<file path="config.mk">
export PLATFORM = sky130hd
export DESIGN_NAME = seg_display_arbiter
export DESIGN_NICKNAME = d
export VERILOG_FILES = /design/src/rtl/seg_display_arbiter.sv
export SDC_FILE = /design/constraint.sdc
export NUM_CORES = 1
export LEC_CHECK = 0
export BUFFER_PORTS_ARGS = -buffer_cell sky130_fd_sc_hd__buf_2
export CAP_MARGIN = 20
export CORE_MARGIN = 1.5
export CORE_UTILIZATION = 55
export DETAILED_ROUTE_END_ITERATION = 10
export PLACE_DENSITY = 0.79
export SETUP_SLACK_MARGIN = 0.3
export SLEW_MARGIN = 10
export SYNTH_ARGS = -nofsm -noshare
export SYNTH_HDL_FRONTEND = slang
export SYNTH_SLANG_ARGS = --single-unit
</file>
<file path="constraint.sdc">
create_clock -name CLK100MHZ -period 4 [get_ports CLK100MHZ]
set_input_delay 0.4 -clock CLK100MHZ [delete_from_list [all_inputs] [get_ports CLK100MHZ]]
set_output_delay 0.4 -clock CLK100MHZ [all_outputs]
set_load 0.005 [all_outputs]
</file>
<file path="src/rtl/seg_display_arbiter.sv">
// Round-robin arbiter that time-shares the seven-segment display among four
// requesters, holding each new owner for at least DWELL_CYCLES cycles.
module seg_display_arbiter #(
    parameter int DWELL_CYCLES = 100000000
) (
    input  logic        CLK100MHZ,
    input  logic        rst,
    input  logic [3:0]  req,
    input  logic [31:0] data_in,
    output logic [3:0]  grant,
    output logic [3:0]  ack,
    output logic [7:0]  disp_val,
    output logic        disp_blank,
    output logic        busy
);
    localparam int CNT_W = $clog2(DWELL_CYCLES + 1);

    typedef enum logic [1:0] {IDLE, HOLD, OWN} state_t;

    state_t           state_q, state_d;
    logic [1:0]       rr_last_q, rr_last_d;
    logic [1:0]       owner_q, owner_d;
    logic [CNT_W-1:0] cnt_q, cnt_d;
    logic [3:0]       grant_q, grant_d;
    logic [3:0]       ack_q, ack_d;
    logic [7:0]       disp_val_q, disp_val_d;
    logic             disp_blank_q, disp_blank_d;
    logic             busy_q, busy_d;

    logic [3:0] cand;
    logic [1:0] idx, win;
    logic       win_vld, do_grant, do_idle, owner_req;
    logic [7:0] owner_data, win_data;

    always_comb begin
        // The owner is excluded from candidates, so it can only keep the
        // display by falling through to OWN, never by a fresh re-grant.
        cand    = req & ~grant_q;
        idx     = '0;
        win     = rr_last_q;
        win_vld = 1'b0;
        for (int k = 1; k <= 4; k++) begin
            idx = rr_last_q + 2'(k);
            if (!win_vld && cand[idx]) begin
                win     = idx;
                win_vld = 1'b1;
            end
        end
        win_data   = data_in[{win, 3'b000} +: 8];
        owner_req  = req[owner_q];
        owner_data = data_in[{owner_q, 3'b000} +: 8];

        state_d      = state_q;
        rr_last_d    = rr_last_q;
        owner_d      = owner_q;
        cnt_d        = cnt_q;
        grant_d      = grant_q;
        ack_d        = 4'b0000;
        disp_val_d   = disp_val_q;
        disp_blank_d = disp_blank_q;
        do_grant     = 1'b0;
        do_idle      = 1'b0;

        case (state_q)
            IDLE: do_grant = win_vld;
            HOLD: begin
                if (cnt_q != '0) begin
                    cnt_d = cnt_q - CNT_W'(1);
                    if (owner_req) disp_val_d = owner_data;
                end else if (win_vld) begin
                    do_grant = 1'b1;
                end else if (owner_req) begin
                    state_d    = OWN;
                    disp_val_d = owner_data;
                end else begin
                    do_idle = 1'b1;
                end
            end
            OWN: begin
                if (win_vld)        do_grant   = 1'b1;
                else if (owner_req) disp_val_d = owner_data;
                else                do_idle    = 1'b1;
            end
            default: do_idle = 1'b1;
        endcase

        if (do_grant) begin
            state_d      = HOLD;
            rr_last_d    = win;
            owner_d      = win;
            cnt_d        = CNT_W'(DWELL_CYCLES - 1);
            grant_d      = 4'b0001 << win;
            ack_d        = 4'b0001 << win;
            disp_val_d   = win_data;
            disp_blank_d = 1'b0;
        end
        if (do_idle) begin
            state_d      = IDLE;
            cnt_d        = '0;
            grant_d      = 4'b0000;
            disp_val_d   = 8'h00;
            disp_blank_d = 1'b1;
        end
        busy_d = (state_d != IDLE);
    end

    always_ff @(posedge CLK100MHZ) begin
        if (rst) begin
            state_q      <= IDLE;
            rr_last_q    <= 2'd3;
            owner_q      <= 2'd0;
            cnt_q        <= '0;
            grant_q      <= 4'b0000;
            ack_q        <= 4'b0000;
            disp_val_q   <= 8'h00;
            disp_blank_q <= 1'b1;
            busy_q       <= 1'b0;
        end else begin
            state_q      <= state_d;
            rr_last_q    <= rr_last_d;
            owner_q      <= owner_d;
            cnt_q        <= cnt_d;
            grant_q      <= grant_d;
            ack_q        <= ack_d;
            disp_val_q   <= disp_val_d;
            disp_blank_q <= disp_blank_d;
            busy_q       <= busy_d;
        end
    end

    assign grant      = grant_q;
    assign ack        = ack_q;
    assign disp_val   = disp_val_q;
    assign disp_blank = disp_blank_q;
    assign busy       = busy_q;
endmodule

</file>
==> results of run 1 <==
==> worst paths after layout <==
check,startpoint,to,slack (ns)
setup / recovery,cnt_q[0],disp_val[7],0.90
hold / removal,rst,state_q[0],0.41
setup reg to reg,cnt_q[0],disp_val[7],0.90
hold reg to reg,disp_blank,disp_blank,0.46
==> final cells by class <==
| cell class | instances | area, sq um |
|---|---|---|
| Fill cell | 434 | 1840 |
| Tap cell | 70 | 87.6 |
| Multi-Input combinational cell | 228 | 1750 |
| Inverter | 5 | 18.8 |
| Clock buffer | 7 | 76.3 |
| Clock inverter | 1 | 5.00 |
| Sequential cell | 51 | 1020 |
| Timing Repair Buffer | 60 | 313 |
==> cell families after synthesis <==
family / count (synthesis)
mux: 27
xor+xnor: 8
compound gates: 76
buf+inv: 26
simple gates: 115
flops: 51
fa+ha+maj: 2
==> registers in the layout (all words and copies together), names as in the netlist <==
| name | flops |
|---|---|
| cnt_q | 27 |
| disp_val | 8 |
| ack | 4 |
| grant | 4 |
| owner_q | 2 |
| rr_last_q | 2 |
| state_q | 2 |
| busy | 1 |
| disp_blank | 1 |
==> cell usage in the layout (no fill, tap or decap), types with 6 or more instances in the layout <==
cell       instances
nor4_1             8
nand2b_1          11
or3_1              6
nor2_1            31
o2bb2ai_1         10
nor3_1            12
buf_2             55
or4_1              7
mux4_2            17
mux2i_1           10
o21ai_0            9
a21oi_1           23
dfxtp_1           51
a211oi_1          10
nand2_1           17
==> power breakdown <==
group	switching (W)	leakage [nW]	internal (W)	total, W
sequential	0.0000486	0.422	0.000554	0.000602
combinational	0.000154	0.833	0.000165	0.000319
clock	0.000167	0.0422	0.000123	0.000290
total	0.000369	1.30	0.000842	0.00121
==> routing by layer <==
layer,track usage,up-vias
met4,0.103,0
met3,0.0516,14
met2,0.401,53
met5,0,-
met1,0.332,1215
li1,-,1251
==> metrics by stage <==
step           setup WS [ns]  power (W)  instances
2_1_floorplan           1.20   0.000844        305
3_3_place_gp           0.995   0.000922        414
3_5_place_dp           0.889   0.000934        414
4_1_cts                0.880    0.00122        422
5_1_grt                0.694    0.00128        422
6_report               0.899    0.00121        422
==> results by group, run 1 <==
Synthesis
  – Largest cells by area after synthesis: dfxtp_1 35%, mux4_2 13%, nor2_1 4.0%
  – Xor/xnor cell area share of the yosys netlist: 0.0242
  – Post-synth top cells: 51 x dfxtp_1, 31 x nor2_1, 23 x a21oi_1, 17 x mux4_2, 17 x nand2_1
  – Post-Syn Nets: 344
  – FF+latch count, synth: 51
  – Yosys top cell by area: dfxtp_1
  – Seq/Total Area, Yosys: 0.352
  – Cells after Synth: 305
  – Avg Cell Area, Syn: 9.51 sq um
  – Main synth FF type: dfxtp_1
  – Post-synth EDFFs: 0
  – Ys async rst share: 0
  – Multiplexer area fraction after synthesis: 0.167
  – Compound-Gate Fraction of Synth Area: 0.191
  – Distinct cell type count after synthesis: 49
  – Synth Area in Simple Gates: 0.214
  – Warnings, synthesis: 0
  – Largest family of logic cells by synthesized area: simple AND/OR/NAND/NOR gates
  – Synth top area share: 0.352
  – Synth Area in Adders: 0.00777
  – Top-count cell post-synth: dfxtp_1
  – Synth Cell Area: 2900 sq um

Hold path
  – Worst hold path type: in2reg
  – Hold Path Depth: 2

Worst setup path
  – Register-to-Register Path Depth: 9
  – CP Launch Type: flip-flop
  – Crit path DAT: 3.28 ns
  – CP max stage delay: 0.64 ns
  – Worst Path Required: 4.18 ns
  – CP Cell Sequence: inv_1 > ha_1 > or4b_2 > or4_4 > o21ba_1 > buf_4 > o21ai_4 > mux2i_1 > o2bb2ai_1
  – Worst-path fanout max: 26
  – WS Path Type: reg2reg
  – Top delay family on crit path: simple AND/OR/NAND/NOR gates
  – Slowest-stage cell, CP: or4b_2
  – Crit end category: flip-flop
  – Critical Path Stages: 9
  – Worst Path Buf+Inv: 2

Power and ir drop
  – LEAKAGE: 1.30 nW
  – Pwr Density: 370 nW/um^2
  – Peak VDD IR: 0.362 mV

CTS
  – Worst skew pair latency: 0.31 ns
  – Root buf cell: clkbuf_8
  – CTS resizes: 0
  – CTS tree: done
  – Clk pin slew, worst setup/hold paths: 0.09 ns
  – H-tree levels: 2
  – CTS buffer count: 5
  – Setup Fix Bufs, Post-CTS: 0
  – Cts hold-fix bufs: 0
  – Clk sinks: 51
  – Clk buf depth: 2

Floorplanning
  – Die Span X: 75.6 um
  – Die height: 75.6 um
  – Die Area: 5720 sq um
  – Core box area: 5110 sq um
  – Num rows: 26
  – Initial Utilization: 0.568
  – IO Count: 56

Timing
  – RSZ-0062 raised after global routing: false
  – Hold Fails Final Rpt: 0
  – Fmax achieved: 322 MHz
  – Relative slew slack: 0.537
  – Setup Skew: 0.00740 ns
  – Hold_ws: 0.409 ns
  – Setup_tns: 0 ns
  – Slew Limit Fails: 0
  – Final setup fails: 0
  – Fin crit share: 0.775
  – Least-Margin Pin Slew: 0.694 ns
  – Period minus WS final: 3.10 ns

Placed design
  – Placer congestion estimate: 0.878
  – DP Area: 3190 sq um
  – Post-DP HPWL: 4.76 mm
  – I/O Buffers: 55

Routing
  – Routed wire length: 6.50 mm
  – DRC errors left: 0
  – Top layer in use: met4
  – DR WL met3: 231 um
  – Detailed Routing Iterations Pass 1: 4
  – DRT antenna net count: 0
  – 1st-iter DRT viols: 198
  – Post-DR wirelength/cell: 15.4 um
  – DR vias: 2533
  – M1 WL: 3.01 mm
  – Vias per inst: 6.00
  – WL met2: 3.13 mm

Layout
  – Final instance area: 3270 sq um
  – Area delta synth->final: 12.8%
  – Nets: 390
  – Layout cell share with drive strength beyond 1: 0.270
  – N_diodes: 0
  – Final Util: 0.640

Run
  – Max cap viols: 0

GRT
  – Vias in the first global route: 2432
  – Gr usage total: 0.250
  – Pin count of the biggest net entering global routing: 27
  – Congestion Overflow GR: 0
  – Global-route wire length before repair: 10.9 mm
  – Initial antenna violation count: 0

Run status
  – Outcome: finished clean
(Power assumes the default switching activity.)
==> run 2: changes to the inputs <==
==> constraint.sdc (replaced) <==
create_clock -name CLK100MHZ -period 3.1 [get_ports CLK100MHZ]
set_input_delay 0.31 -clock CLK100MHZ [delete_from_list [all_inputs] [get_ports CLK100MHZ]]
set_output_delay 0.31 -clock CLK100MHZ [all_outputs]
set_load 0.005 [all_outputs]
==> results by group, run 2 (synthesis results as in run 1) <==
Timing
  – Setup Skew: 0.00557 ns (was 0.00740 ns)
  – Period minus WS final: 2.60 ns (was 3.10 ns)
  – Slew Limit Fails: 0 (unchanged)
  – Fin crit share: 0.840 (was 0.775)
  – Setup_tns: 0 ns (unchanged)
  – RSZ-0062 raised after global routing: false (unchanged)
  – Final setup fails: 0 (unchanged)
  – Relative slew slack: 0.617 (was 0.537)
  – Least-Margin Pin Slew: 0.573 ns (was 0.694 ns)
  – Fmax achieved: 384 MHz (was 322 MHz)
  – Hold Fails Final Rpt: 0 (unchanged)

Worst setup path
  – WS Path Type: reg2reg (unchanged)
  – Worst flop-to-flop path endpoint: grant[0] (was disp_val[7])
  – CP Launch Type: flip-flop (unchanged)
  – Worst-path fanout max: 10 (was 26)
  – Crit path DAT: 2.85 ns (was 3.28 ns)
  – Register-to-Register Path Depth: 8 (was 9)
  – Crit. Startpoint: cnt_q[0] (unchanged)
  – Slowest-stage cell, CP: or4b_4 (was or4b_2)
  – Reg2Reg Setup Slack: 0.50 ns (was 0.90 ns)
  – CP endpoint: grant[0] (was disp_val[7])
  – Worst Path Required: 3.34 ns (was 4.18 ns)
  – R2r startpoint: cnt_q[0] (unchanged)
  – Crit end category: flip-flop (unchanged)
  – CP max stage delay: 0.49 ns (was 0.64 ns)
  – CP Cell Sequence: inv_1 > ha_1 > or4b_4 > or4_4 > o31ai_4 > nand2_4 > or3_1 > a21oi_1 (was inv_1 > ha_1 > or4b_2 > or4_4 > o21ba_1 > buf_4 > o21ai_4 > mux2i_1 > o2bb2ai_1)

Power and ir drop
  – Combinational share of power: 0.260 (was 0.263)
  – Pwr Density: 498 nW/um^2 (was 370 nW/um^2)
  – Internal: 0.00121 W (was 0.000842 W)
  – Clk pwr share: 0.283 (was 0.239)
  – Part of the power in registers: 0.457 (was 0.497)
  – LEAKAGE: 1.36 nW (was 1.30 nW)
  – Sw Ratio: 0.286 (was 0.305)
  – Peak VDD IR: 0.261 mV (was 0.362 mV)
  – Sw Pwr: 0.000483 W (was 0.000369 W)

Routing
  – Detailed Routing Iterations Pass 1: 5 (was 4)
  – Vias per inst: 5.92 (was 6.00)
  – 1st-iter DRT viols: 147 (was 198)
  – DRT antenna net count: 0 (unchanged)
  – Post-DR wirelength/cell: 15.1 um (was 15.4 um)
  – DRC errors left: 0 (unchanged)
  – DR vias: 2546 (was 2533)
  – Routed wire length: 6.48 mm (was 6.50 mm)

CTS
  – Clk pin slew, worst setup/hold paths: 0.09 ns (about the same)
  – CTS buffer count: 5 (unchanged)
  – Root buf cell: clkbuf_8 (unchanged)
  – Worst skew pair latency: 0.30 ns (was 0.31 ns)
  – Cts hold-fix bufs: 0 (unchanged)
  – H-tree levels: 2 (unchanged)
  – CTS tree: done (unchanged)
  – Clk buf depth: 2 (unchanged)
  – Clk sinks: 51 (unchanged)

Layout
  – Reg area: 1020 sq um (unchanged)
  – Most frequent cells in the layout: 55 x buf_2, 51 x dfxtp_1, 31 x nor2_1 (unchanged)
  – N_diodes: 0 (unchanged)
  – Layout cell share with drive strength beyond 1: 0.297 (was 0.270)
  – Area delta synth->final: 17.0% (was 12.8%)
  – Commonest non-fill, non-tap cell in the layout: buf_2 (unchanged)
  – Number of flip-flops in the largest register: 27 (unchanged)
  – Final cell count without fillers: 430 (was 422)
  – Multi-input gate area: 1760 sq um (was 1750 sq um)
  – Filler instances: 421 (was 434)
  – Reg with most FFs: cnt_q (unchanged)
  – Nets: 398 (was 390)

Floorplanning
  – Die Area: 5720 sq um (unchanged)
  – Core box area: 5110 sq um (unchanged)
  – Die Span X: 75.6 um (unchanged)
  – Die height: 75.6 um (unchanged)
  – IO Count: 56 (unchanged)
  – Initial Utilization: 0.568 (unchanged)
  – Num rows: 26 (unchanged)

GRT
  – Vias in the first global route: 2431 (was 2432)
  – Pin count of the biggest net entering global routing: 26 (was 27)
  – Met2 Usage GRT: 0.397 (was 0.401)
  – Grt met1 use: 0.325 (was 0.332)
  – Gr usage total: 0.242 (was 0.250)
  – Congestion Overflow GR: 0 (unchanged)
  – Busiest layer in global routing: met2 (unchanged)
  – Global-route wire length before repair: 10.8 mm (was 10.9 mm)
  – Initial antenna violation count: 0 (unchanged)
  – Routing usage on met3: 0.0489 (was 0.0516)

Run status
  – Outcome: finished clean (unchanged)

Hold path
  – Worst hold path type: in2reg (unchanged)

Placed design
  – Placed Cells: 421 (was 414)
  – Post-DP HPWL: 4.85 mm (was 4.76 mm)
  – I/O Buffers: 55 (unchanged)
  – Placer congestion estimate: 0.826 (was 0.878)

Run
  – Max cap viols: 0 (unchanged)
run 2: power groups by stage:
| stage | sequential (W) | combinational [W] | clock, W |
|---|---|---|---|
| finish | 0.000772 | 0.000439 | 0.000478 |
| global route | 0.000781 | 0.000484 | 0.000523 |
| CTS | 0.000770 | 0.000439 | 0.000490 |
| detailed placement | 0.000785 | 0.000431 | 0 |
| global placement | 0.000784 | 0.000420 | 0 |
| floorplan | 0.000769 | 0.000321 | 0 |
run 2: what timing repair did:
item | in CTS | in global routing
endpoints found under the setup margin | 15 | 40
gates resized for setup | 0 | 3
setup buffers | 1 | 0
endpoints found under the hold margin | 0 | 0
pin swaps | 3 | 1
run 2: metal layers:
layer  vias up  wire length, um
li1       1267                -
met1      1219             3030
met2        51             3130
met3         9              255
met4         0               68
met5         -                0
run 2: final cells by class:
type                    count  share of cell area
multi-input cells         228               0.520
flip-flops and latches     51               0.301
repair buffers             68               0.114
well taps                  70              0.0258
clock buffers               6              0.0243
clock inverters             2              0.0103
inverters                   5             0.00553
run 2: worst min path at each step:
stage / from / to / slack [ns] / cells after the start
2_1_floorplan: cnt_q[18] / cnt_q[18] / 0.44 / 1
5_1_grt: rst / state_q[0] / 0.32 / 2
4_1_cts: rst / state_q[0] / 0.31 / 2
6_report: rst / state_q[0] / 0.32 / 2
3_5_place_dp: disp_blank / disp_blank / 0.44 / 1
3_3_place_gp: cnt_q[18] / cnt_q[18] / 0.45 / 1
run 2: metrics by stage:
stage	area (sq um)	util	total power, W	hold WS (ns)	worst slack, ns
2_1_floorplan	2900	-	0.00109	0.439	0.308
3_3_place_gp	3240	0.635	0.00120	0.451	0.317
3_5_place_dp	3240	0.635	0.00122	0.438	0.248
4_1_cts	3380	0.662	0.00170	0.307	0.316
5_1_grt	3390	0.664	0.00179	0.322	0.318
6_report	3390	0.664	0.00169	0.322	0.496
run 2: critical path: cells and delay by family, from the launching register on:
kind                       cells  cell delay, ns
adders and majority gates      1            0.20
DFF                            1            0.33
AOI/OAI and AO/OA              2            0.42
and+or+nand+nor                4            1.50
buffers and inverters          1            0.09
